[src/rtl/aes128_cipher_ctrl.sv]
// aes128_cipher_ctrl: sequencer and on-the-fly AES-128 key scheduler for an
// iterative Cipher core. The block encrypts one block at a time.
//
// Ports:
//   CLK, RST                   clock / synchronous active-low reset
//   start_in, ready_out        block request handshake (ready only in C_IDLE)
//   pt0_in..pt3_in             plaintext words, pt0 most significant
//   key0_in..key3_in           cipher key words, key0 most significant
//   ct_valid_out, ct_ack_in    ciphertext hold / consumer acknowledge
//   ct0_out..ct3_out           captured ciphertext
//   err_out                    sticky missing-core-valid error
//   core_state_out             Cipher state: 0 idle, 1 round0, 2 rounds 1-9, 3 round10
//   core_pt*_out, core_key*_out  latched plaintext / current round key to Cipher
//   core_ct*_in, core_valid_in   Cipher result
module aes128_cipher_ctrl #(
  parameter bit ERR_CHECK = 1'b1
) (
  input  logic        CLK,
  input  logic        RST,
  input  logic        start_in,
  input  logic [31:0] pt0_in,
  input  logic [31:0] pt1_in,
  input  logic [31:0] pt2_in,
  input  logic [31:0] pt3_in,
  input  logic [31:0] key0_in,
  input  logic [31:0] key1_in,
  input  logic [31:0] key2_in,
  input  logic [31:0] key3_in,
  output logic        ready_out,
  output logic        ct_valid_out,
  input  logic        ct_ack_in,
  output logic [31:0] ct0_out,
  output logic [31:0] ct1_out,
  output logic [31:0] ct2_out,
  output logic [31:0] ct3_out,
  output logic        err_out,
  output logic [1:0]  core_state_out,
  output logic [31:0] core_pt0_out,
  output logic [31:0] core_pt1_out,
  output logic [31:0] core_pt2_out,
  output logic [31:0] core_pt3_out,
  output logic [31:0] core_key0_out,
  output logic [31:0] core_key1_out,
  output logic [31:0] core_key2_out,
  output logic [31:0] core_key3_out,
  input  logic [31:0] core_ct0_in,
  input  logic [31:0] core_ct1_in,
  input  logic [31:0] core_ct2_in,
  input  logic [31:0] core_ct3_in,
  input  logic        core_valid_in
);

  typedef enum logic [2:0] {C_IDLE, C_R0, C_R19, C_R10, C_CAP, C_DONE} state_t;
  // element 0 is word 0 (most significant)
  typedef logic [0:3][31:0] blk_t;

  localparam logic [0:255][7:0] SBOX = {
    128'h637c777bf26b6fc53001672bfed7ab76, 128'hca82c97dfa5947f0add4a2af9ca472c0,
    128'hb7fd9326363ff7cc34a5e5f171d83115, 128'h04c723c31896059a071280e2eb27b275,
    128'h09832c1a1b6e5aa0523bd6b329e32f84, 128'h53d100ed20fcb15b6acbbe394a4c58cf,
    128'hd0efaafb434d338545f9027f503c9fa8, 128'h51a3408f929d38f5bcb6da2110fff3d2,
    128'hcd0c13ec5f974417c4a77e3d645d1973, 128'h60814fdc222a908846eeb814de5e0bdb,
    128'he0323a0a4906245cc2d3ac629195e479, 128'he7c8376d8dd54ea96c56f4ea657aae08,
    128'hba78252e1ca6b4c6e8dd741f4bbd8b8a, 128'h703eb5664803f60e613557b986c11d9e,
    128'he1f8981169d98e949b1e87e9ce5528df, 128'h8ca1890dbfe6426841992d0fb054bb16
  };

  function automatic logic [31:0] sub_word(input logic [31:0] w);
    return {SBOX[w[31:24]], SBOX[w[23:16]], SBOX[w[15:8]], SBOX[w[7:0]]};
  endfunction

  function automatic logic [7:0] xtime(input logic [7:0] r);
    return {r[6:0], 1'b0} ^ (r[7] ? 8'h1b : 8'h00);
  endfunction

  function automatic blk_t expand(input blk_t k, input logic [7:0] rc);
    logic [31:0] t;
    blk_t        n;
    t    = sub_word({k[3][23:0], k[3][31:24]}) ^ {rc, 24'h0};
    n[0] = k[0] ^ t;
    n[1] = k[1] ^ n[0];
    n[2] = k[2] ^ n[1];
    n[3] = k[3] ^ n[2];
    return n;
  endfunction

  state_t      state_q, state_d;
  blk_t        pt_q, rk_q, ct_q;
  logic [7:0]  rcon_q;
  logic [3:0]  cnt_q;
  logic        err_q;
  logic        accept;

  assign accept = start_in & ready_out;

  // state register
  always_ff @(posedge CLK) begin
    if (!RST) state_q <= C_IDLE;
    else      state_q <= state_d;
  end

  // next state
  always_comb begin
    state_d = state_q;
    unique case (state_q)
      C_IDLE:  if (accept) state_d = C_R0;
      C_R0:    state_d = C_R19;
      C_R19:   if (cnt_q == 4'd9) state_d = C_R10;
      C_R10:   state_d = C_CAP;
      C_CAP:   state_d = C_DONE;
      C_DONE:  if (ct_ack_in) state_d = C_IDLE;
      default: state_d = C_IDLE;
    endcase
  end

  // outputs decoded from state
  always_comb begin
    ready_out      = 1'b0;
    ct_valid_out   = 1'b0;
    core_state_out = 2'd0;
    unique case (state_q)
      C_IDLE:  ready_out      = 1'b1;
      C_R0:    core_state_out = 2'd1;
      C_R19:   core_state_out = 2'd2;
      C_R10:   core_state_out = 2'd3;
      C_DONE:  ct_valid_out   = 1'b1;
      default: ;
    endcase
  end

  // datapath: rk always holds the key the core needs in the current cycle,
  // so each round edge advances it one step of the schedule.
  always_ff @(posedge CLK) begin
    if (!RST) begin
      pt_q   <= '0;
      rk_q   <= '0;
      ct_q   <= '0;
      rcon_q <= 8'h01;
      cnt_q  <= '0;
      err_q  <= 1'b0;
    end else begin
      unique case (state_q)
        C_IDLE: if (accept) begin
          pt_q   <= {pt0_in, pt1_in, pt2_in, pt3_in};
          rk_q   <= {key0_in, key1_in, key2_in, key3_in};
          rcon_q <= 8'h01;
          cnt_q  <= '0;
          err_q  <= 1'b0;
        end
        C_R0, C_R19: begin
          rk_q   <= expand(rk_q, rcon_q);
          rcon_q <= xtime(rcon_q);
          cnt_q  <= (state_q == C_R0) ? 4'd1 : cnt_q + 4'd1;
        end
        C_CAP: begin
          ct_q <= {core_ct0_in, core_ct1_in, core_ct2_in, core_ct3_in};
          if (ERR_CHECK && !core_valid_in) err_q <= 1'b1;
        end
        default: ;
      endcase
    end
  end

  assign {ct0_out, ct1_out, ct2_out, ct3_out}                 = ct_q;
  assign {core_pt0_out, core_pt1_out, core_pt2_out, core_pt3_out} = pt_q;
  assign {core_key0_out, core_key1_out, core_key2_out, core_key3_out} = rk_q;
  assign err_out = err_q;

endmodule

[config.mk]
export PLATFORM = sky130hd
export DESIGN_NAME = aes128_cipher_ctrl
export DESIGN_NICKNAME = d
export VERILOG_FILES = /design/src/rtl/aes128_cipher_ctrl.sv
export SDC_FILE = /design/constraint.sdc
export NUM_CORES = 2
export LEC_CHECK = 0
export CORE_AREA = 2 2 303 305
export DETAILED_ROUTE_END_ITERATION = 7
export DIE_AREA = 0 0 305 307
export PLACE_DENSITY = 0.66
export RECOVER_POWER = 100
export SYNTH_ARGS = -nofsm -noshare
export SYNTH_HDL_FRONTEND = slang
export SYNTH_SLANG_ARGS = --single-unit
[constraint.sdc]
create_clock -name CLK -period 7.91 [get_ports CLK]
set_clock_uncertainty 0.05 [all_clocks]
set_input_delay 1.582 -clock CLK [delete_from_list [all_inputs] [get_ports CLK]]
set_output_delay 1.582 -clock CLK [all_outputs]
set_load 0.01 [all_outputs]
# Yosys cells after proc, flatten, opt, wreduce, memory -nomap -nowiden
# Memory sizes are Yosys's and may differ from the RTL's.
# Index checks and enable logic that the tools add are counted.
[word_totals]
n_memories = 4
rom_bits = 8192
wordCells = 80
out_inout_bits = 389
register_bits = 400
inputBits = 389
[mem_list]
columns = ["memory", "words", "width", "rd", "rd_clocked_by_memory_dff", "wr", "line", "source"]
rows = [
  ["(no name shown)", 256, 8, 1, 0, 0, "69", "return {SBOX[w[31:24]], SBOX[w[23:16]], SBOX[w[15:8]], SBOX[w[7:0]]};"],
  ["(no name shown)", 256, 8, 1, 0, 0, "69", ""],
  ["(no name shown)", 256, 8, 1, 0, 0, "69", ""],
  ["(no name shown)", 256, 8, 1, 0, 0, "69", ""],
]
[classes]
n_reduce_logical = 8
magnitude_cmp = 4
muxes = 26
eq_ne = 10
n_addsub = 1
bitwise = 11
[op_table]
columns = ["op", "n"]
rows = [
  ["128-bit case mux with 2 select lines", 1],
  ["32-bit XOR", 5],
  ["128-bit 2-to-1 mux", 1],
  ["8-bit 2-to-1 mux", 9],
  ["9-bit >= comparator, second input constant", 4],
  ["8-bit inverter with 9-bit output", 4],
  ["3-bit case mux with 6 select lines", 1],
  ["8-bit case mux with 2 select lines", 1],
  ["3-bit 2-to-1 mux", 3],
  ["4-bit 2-to-1 mux", 2],
  ["2-bit inequality test, second input constant", 4],
  ["4-bit case mux with 2 select lines", 1],
  ["8-bit by 5-bit XOR with 8-bit output", 1],
  ["3-bit by 2-bit equality test with 1-bit output, second input constant", 2],
  ["3-bit equality test, second input constant", 2],
  ["2-bit case mux with 3 select lines", 1],
  ["3-bit AND reduction", 2],
  ["5-bit 2-to-1 mux", 1],
  ["4-bit by 1-bit adder with 4-bit output, second input constant", 1],
  ["4-bit equality test, second input constant", 1],
  ["1-bit 2-to-1 mux", 4],
  ["2-bit AND reduction", 2],
  ["2-bit nonzero test", 2],
  ["3-bit by 1-bit equality test with 1-bit output, second input constant", 1],
  ["other kinds (4)", 4],
]

# Longest topological paths before layout
[logic_depth]
ltp_word = 10
depth_mapped = 16
mapped_depth_nobuf = 11

# Worst setup path after synthesis
# OpenSTA, ideal clock, no wires.
[synth_timing]
path_type = "register -> register"
start = "reg rk_q, in the netlist core_key3_out[25]"
end = "reg rk_q, in the netlist core_key1_out[5]"
period_less_slack_ns = 3.855
setup_time_ns = 0.074
path_slack_ns = 4.055
n_path_buf = 2
required_time_ns = 7.786
path_stages_with_launch = 13
arrival_time_ns = 3.731
path_cell_list = "dfxtp_1 -> clkbuf_1 -> inv_1 -> ha_1 -> clkbuf_1 -> nor2b_1 -> nor2_1 -> mux4_2 -> mux2_2 -> mux4_2 -> xnor2_1 -> or3_1 -> a31oi_1"
[synth_via]
elab_chain_cells = 8
[synth_lines]
columns = ["element", "line", "source"]
rows = [
  ["start, declared", "88", "blk_t pt_q, rk_q, ct_q;"],
  ["start signal, assigned", "145", "rk_q <= {key0_in, key1_in, key2_in, key3_in};"],
  ["start signal, assigned", "151", "rk_q <= expand(rk_q, rcon_q);"],
  ["8-bit inverter with 9-bit output (not written as such)", "69", ""],
  ["memory 256 x 8 bit", "--", ""],
  ["8-bit 2-to-1 mux (not written as such) (2 in a row)", "69", ""],
  ["32-bit XOR", "79", "t = sub_word({k[3][23:0], k[3][31:24]}) ^ {rc, 24'h0};"],
  ["32-bit XOR", "80", "n[0] = k[0] ^ t;"],
  ["32-bit XOR", "81", "n[1] = k[1] ^ n[0];"],
  ["128-bit case mux with 2 select lines", "142", "unique case (state_q)"],
]
# Every way passes these cells. The select of a mux whose other input is x is not followed.
# A chain may end at the register's enable or synchronous reset.

# Final worst setup path
[layout_timing]
start = "reg rk_q, in the netlist core_key3_out[9]"
end = "reg rk_q, in the netlist core_key2_out[19]"
[layout_via]
elab_chain_cells = 9
[layout_lines]
columns = ["element", "line", "source"]
rows = [
  ["8-bit inverter with 9-bit output (not written as such)", "69", ""],
  ["memory 256 x 8 bit", "--", ""],
  ["8-bit 2-to-1 mux (not written as such) (2 in a row)", "69", ""],
  ["32-bit XOR", "79", ""],
  ["32-bit XOR", "80", ""],
  ["32-bit XOR", "81", ""],
  ["32-bit XOR", "82", "n[2] = k[2] ^ n[1];"],
  ["128-bit case mux with 2 select lines", "142", ""],
]
# Every way passes these cells. The select of a mux whose other input is x is not followed.

==> impl_metrics.ini <==
[floorplan]
die_w_um = 305
ioPinCount = 778
die-area_um2 = 93600
start_util = 0.339
rows = 111
core_um2 = 90700
die_y_um = 307

[placement]
io_buffers = 777
place_hpwl_um = 129000
gp_congestion = 1.07

[clock_tree]
clk_latency_ns = 0.64
post_cts_resized = 0
clock_path_buffers = 3
cts_tree = done
htreeDepth = 2
post_cts_buffers = 0
hold_buffers = 0
numCtsBuffers = 51
cts_sinks = 400
path_clk_slew_ns = 0.06
clockRootBuffer = clkbuf_16

[timing]
period_minus_slack_ns = 6.27
setup_tns_ns = 0
hold_violations = 0
finalSetupViolations = 0
rsz0062_at_grt = no
slew_headroom = -1.19
worst_pin_slew_ns = 3.29
finalMaxSlewViolations = 965
fmax_ghz = 0.159
fin_crit_sh = 0.793

[worst_setup_path]
max_stage_delay_ns = 1.21
r2r_slack_ns = 1.64
cpMaxStageDelayCell = clkbuf_1
critPathRequiredTime_ns = 8.34
crit_chain = clkbuf_1 > inv_1 > ha_1 > nor2_1 > o311a_1 > a211o_1 > o311ai_0 > a311oi_1 > xnor2_1 > nor3b_1 > a2111oi_0
startpoint = core_key3_out[9]
cp-start-kind = flop
crit_path_end_kind = flop
path_delay_family = compound AO/OA/AOI/OAI gates
cp.arrival_ns = 6.71
r2r-start = core_key3_out[9]
worstSetupPathType = reg2reg
cp_max_fo = 38
cp_num_buf_inv = 2

[final_layout]
fin_nets = 5174
fin_util = 0.444
mostFrequentLayoutCells = 813 x nand2_1, 485 x a21oi_1, 417 x clkdlybuf4s50_1
area_delta_synth_final_pct = 31.1
final_common_cell = nand2_1
drive_gt1_frac = 0.0552

[global_route]
grt_pass1_vias = 34332
grt_max_degree = 186
track_usage = 0.359
antenna_found_initial = 25
grt_pass1_wl_um = 251000
overflow = 0

[synth]
synthDistinctLibCells = 97
synth_nets = 4742
netlist_instances = 4291
ys_ff_latch = 400
ys_async_sr_fraction = 0
synth_edf_count = 0
synth_area_um2 = 30700
yosys.area.top_type = dfxtp_1
netlist.area_leader.share = 0.261
ys_seq_area_frac = 0.261
yosysWarnings = 0
ys.flop_type = dfxtp_1
syn_area_per_cell_um2 = 7.16
synth_area_leaders = dfxtp_1 26%, nand2_1 10%, a21oi_1 7.9%

[drt]
totalWireLength_um = 177000
drc_errors = 0
drtIter0Drc = 5616
viasPerCell = 6.19
ant_nets = 0
vias = 36954
drtPass1Iterations = 8
wl_per_cell_um = 29.7

[power]
swShare = 0.520
cellLeakagePower_nw = 15.1
seqPwrFrac = 0.178
ir_worst_vdd_mv = 0.269
p_clk_frac = 0.152
power_mw = 16.9
power.density_nw_per_um2 = 419
p_int_mw = 8.11
p_sw_mw = 8.78
p_comb_frac = 0.671

[run_status]
violations = capacitance limit, slew limit
run_status = complete, but fails checks

[hold_path]
hold_start = ct1_out[20]
hold_class = reg2reg

[flow_run]
cap_violations = 20
-- cell usage after synthesis, drive strengths merged, types with 39 or more instances --
master and number:
a311oi 56, nor2 245, nor3 119, buf 158, xnor2 102, a22oi 42
and2 40, dfxtp 400, xor2 43, a31oi 71, o311ai 47, nand2b 93
nor2b 84, clkbuf 298, nand2 815, o211ai 45, a21oi 486, a211oi 42
o21ai 214, mux4 39, inv 43, nand3 115, ha 62
-- state kept, by name, summed over array words and instances, names as in the netlist --
signal         flops
core_key0_out     32
core_key1_out     32
core_key2_out     32
core_key3_out     32
core_pt0_out      32
core_pt1_out      32
core_pt2_out      32
core_pt3_out      32
ct0_out           32
ct1_out           32
ct2_out           32
ct3_out           32
rcon_q             8
cnt_q              4
state_q            3
err_out            1
-- routing by layer --
metal	up-vias	routed length (um)	GRT usage
met2	2508	78900	0.570
met5	-	118	0
met3	464	22500	0.128
li1	16391	-	-
met4	18	10900	0.184
met1	17573	64500	0.425
-- worst register-to-register path: stages, from the launching register on --
cell and delay, ns:
dfxtp_1 0.30, clkbuf_1 1.21, inv_1 0.60, ha_1 0.70, nor2_1 0.60, o311a_1 0.32, a211o_1 0.15, o311ai_0 0.30
a311oi_1 0.93, xnor2_1 0.29, nor3b_1 0.23, a2111oi_0 0.47
-- cells by family after synthesis --
| group | count (synthesis) | share of synthesized area |
|---|---|---|
| AND/OR/NAND/NOR | 1704 | 0.256 |
| AO/OA/AOI/OAI | 1372 | 0.294 |
| buffers and inverters | 506 | 0.0697 |
| flip-flops | 400 | 0.261 |
| XOR/XNOR | 151 | 0.0472 |
| multiplexers | 94 | 0.0473 |
| adder cells (fa/ha/maj) | 64 | 0.0259 |
-- metrics by stage --
step | std cells | hold WS, ns | worst slack [ns] | cell area [um2]
floorplan | 4291 | 0.429 | 4.05 | 30700
global placement | 5856 | 0.392 | 2.99 | 38600
detailed placement | 5856 | 0.395 | 2.89 | 38600
CTS | 5951 | 0.404 | 2.90 | 40400
global route | 5957 | 0.413 | 1.39 | 40300
finish | 5968 | 0.400 | 1.64 | 40300
-- power groups by stage --
stage	combinational, mW	clock, mW	sequential, mW
2_1_floorplan	7.50	0	2.84
3_3_place_gp	11.1	0	3.04
3_5_place_dp	11.0	0	3.04
4_1_cts	11.1	2.61	3.00
5_1_grt	12.0	2.68	3.06
6_report	11.3	2.56	3.00
-- worst paths after layout --
kind / to / cells after the start
hold reg to reg: ct1_out[20] / 2
hold / removal: ct1_out[20] / 2
setup / recovery: core_key2_out[19] / 11
setup reg to reg: core_key2_out[19] / 11
-- cell type report --
cell class	count	area, um2
fill	9276	50400
multi-input combinational	3385	20600
timing repair buffer	835	8150
sequential	400	8030
clock buffer	69	1510
tap	1186	1480
clock inverter	26	323
inverter	50	195
antenna	17	42.5
No activity file was read; power rests on OpenSTA's default activity.
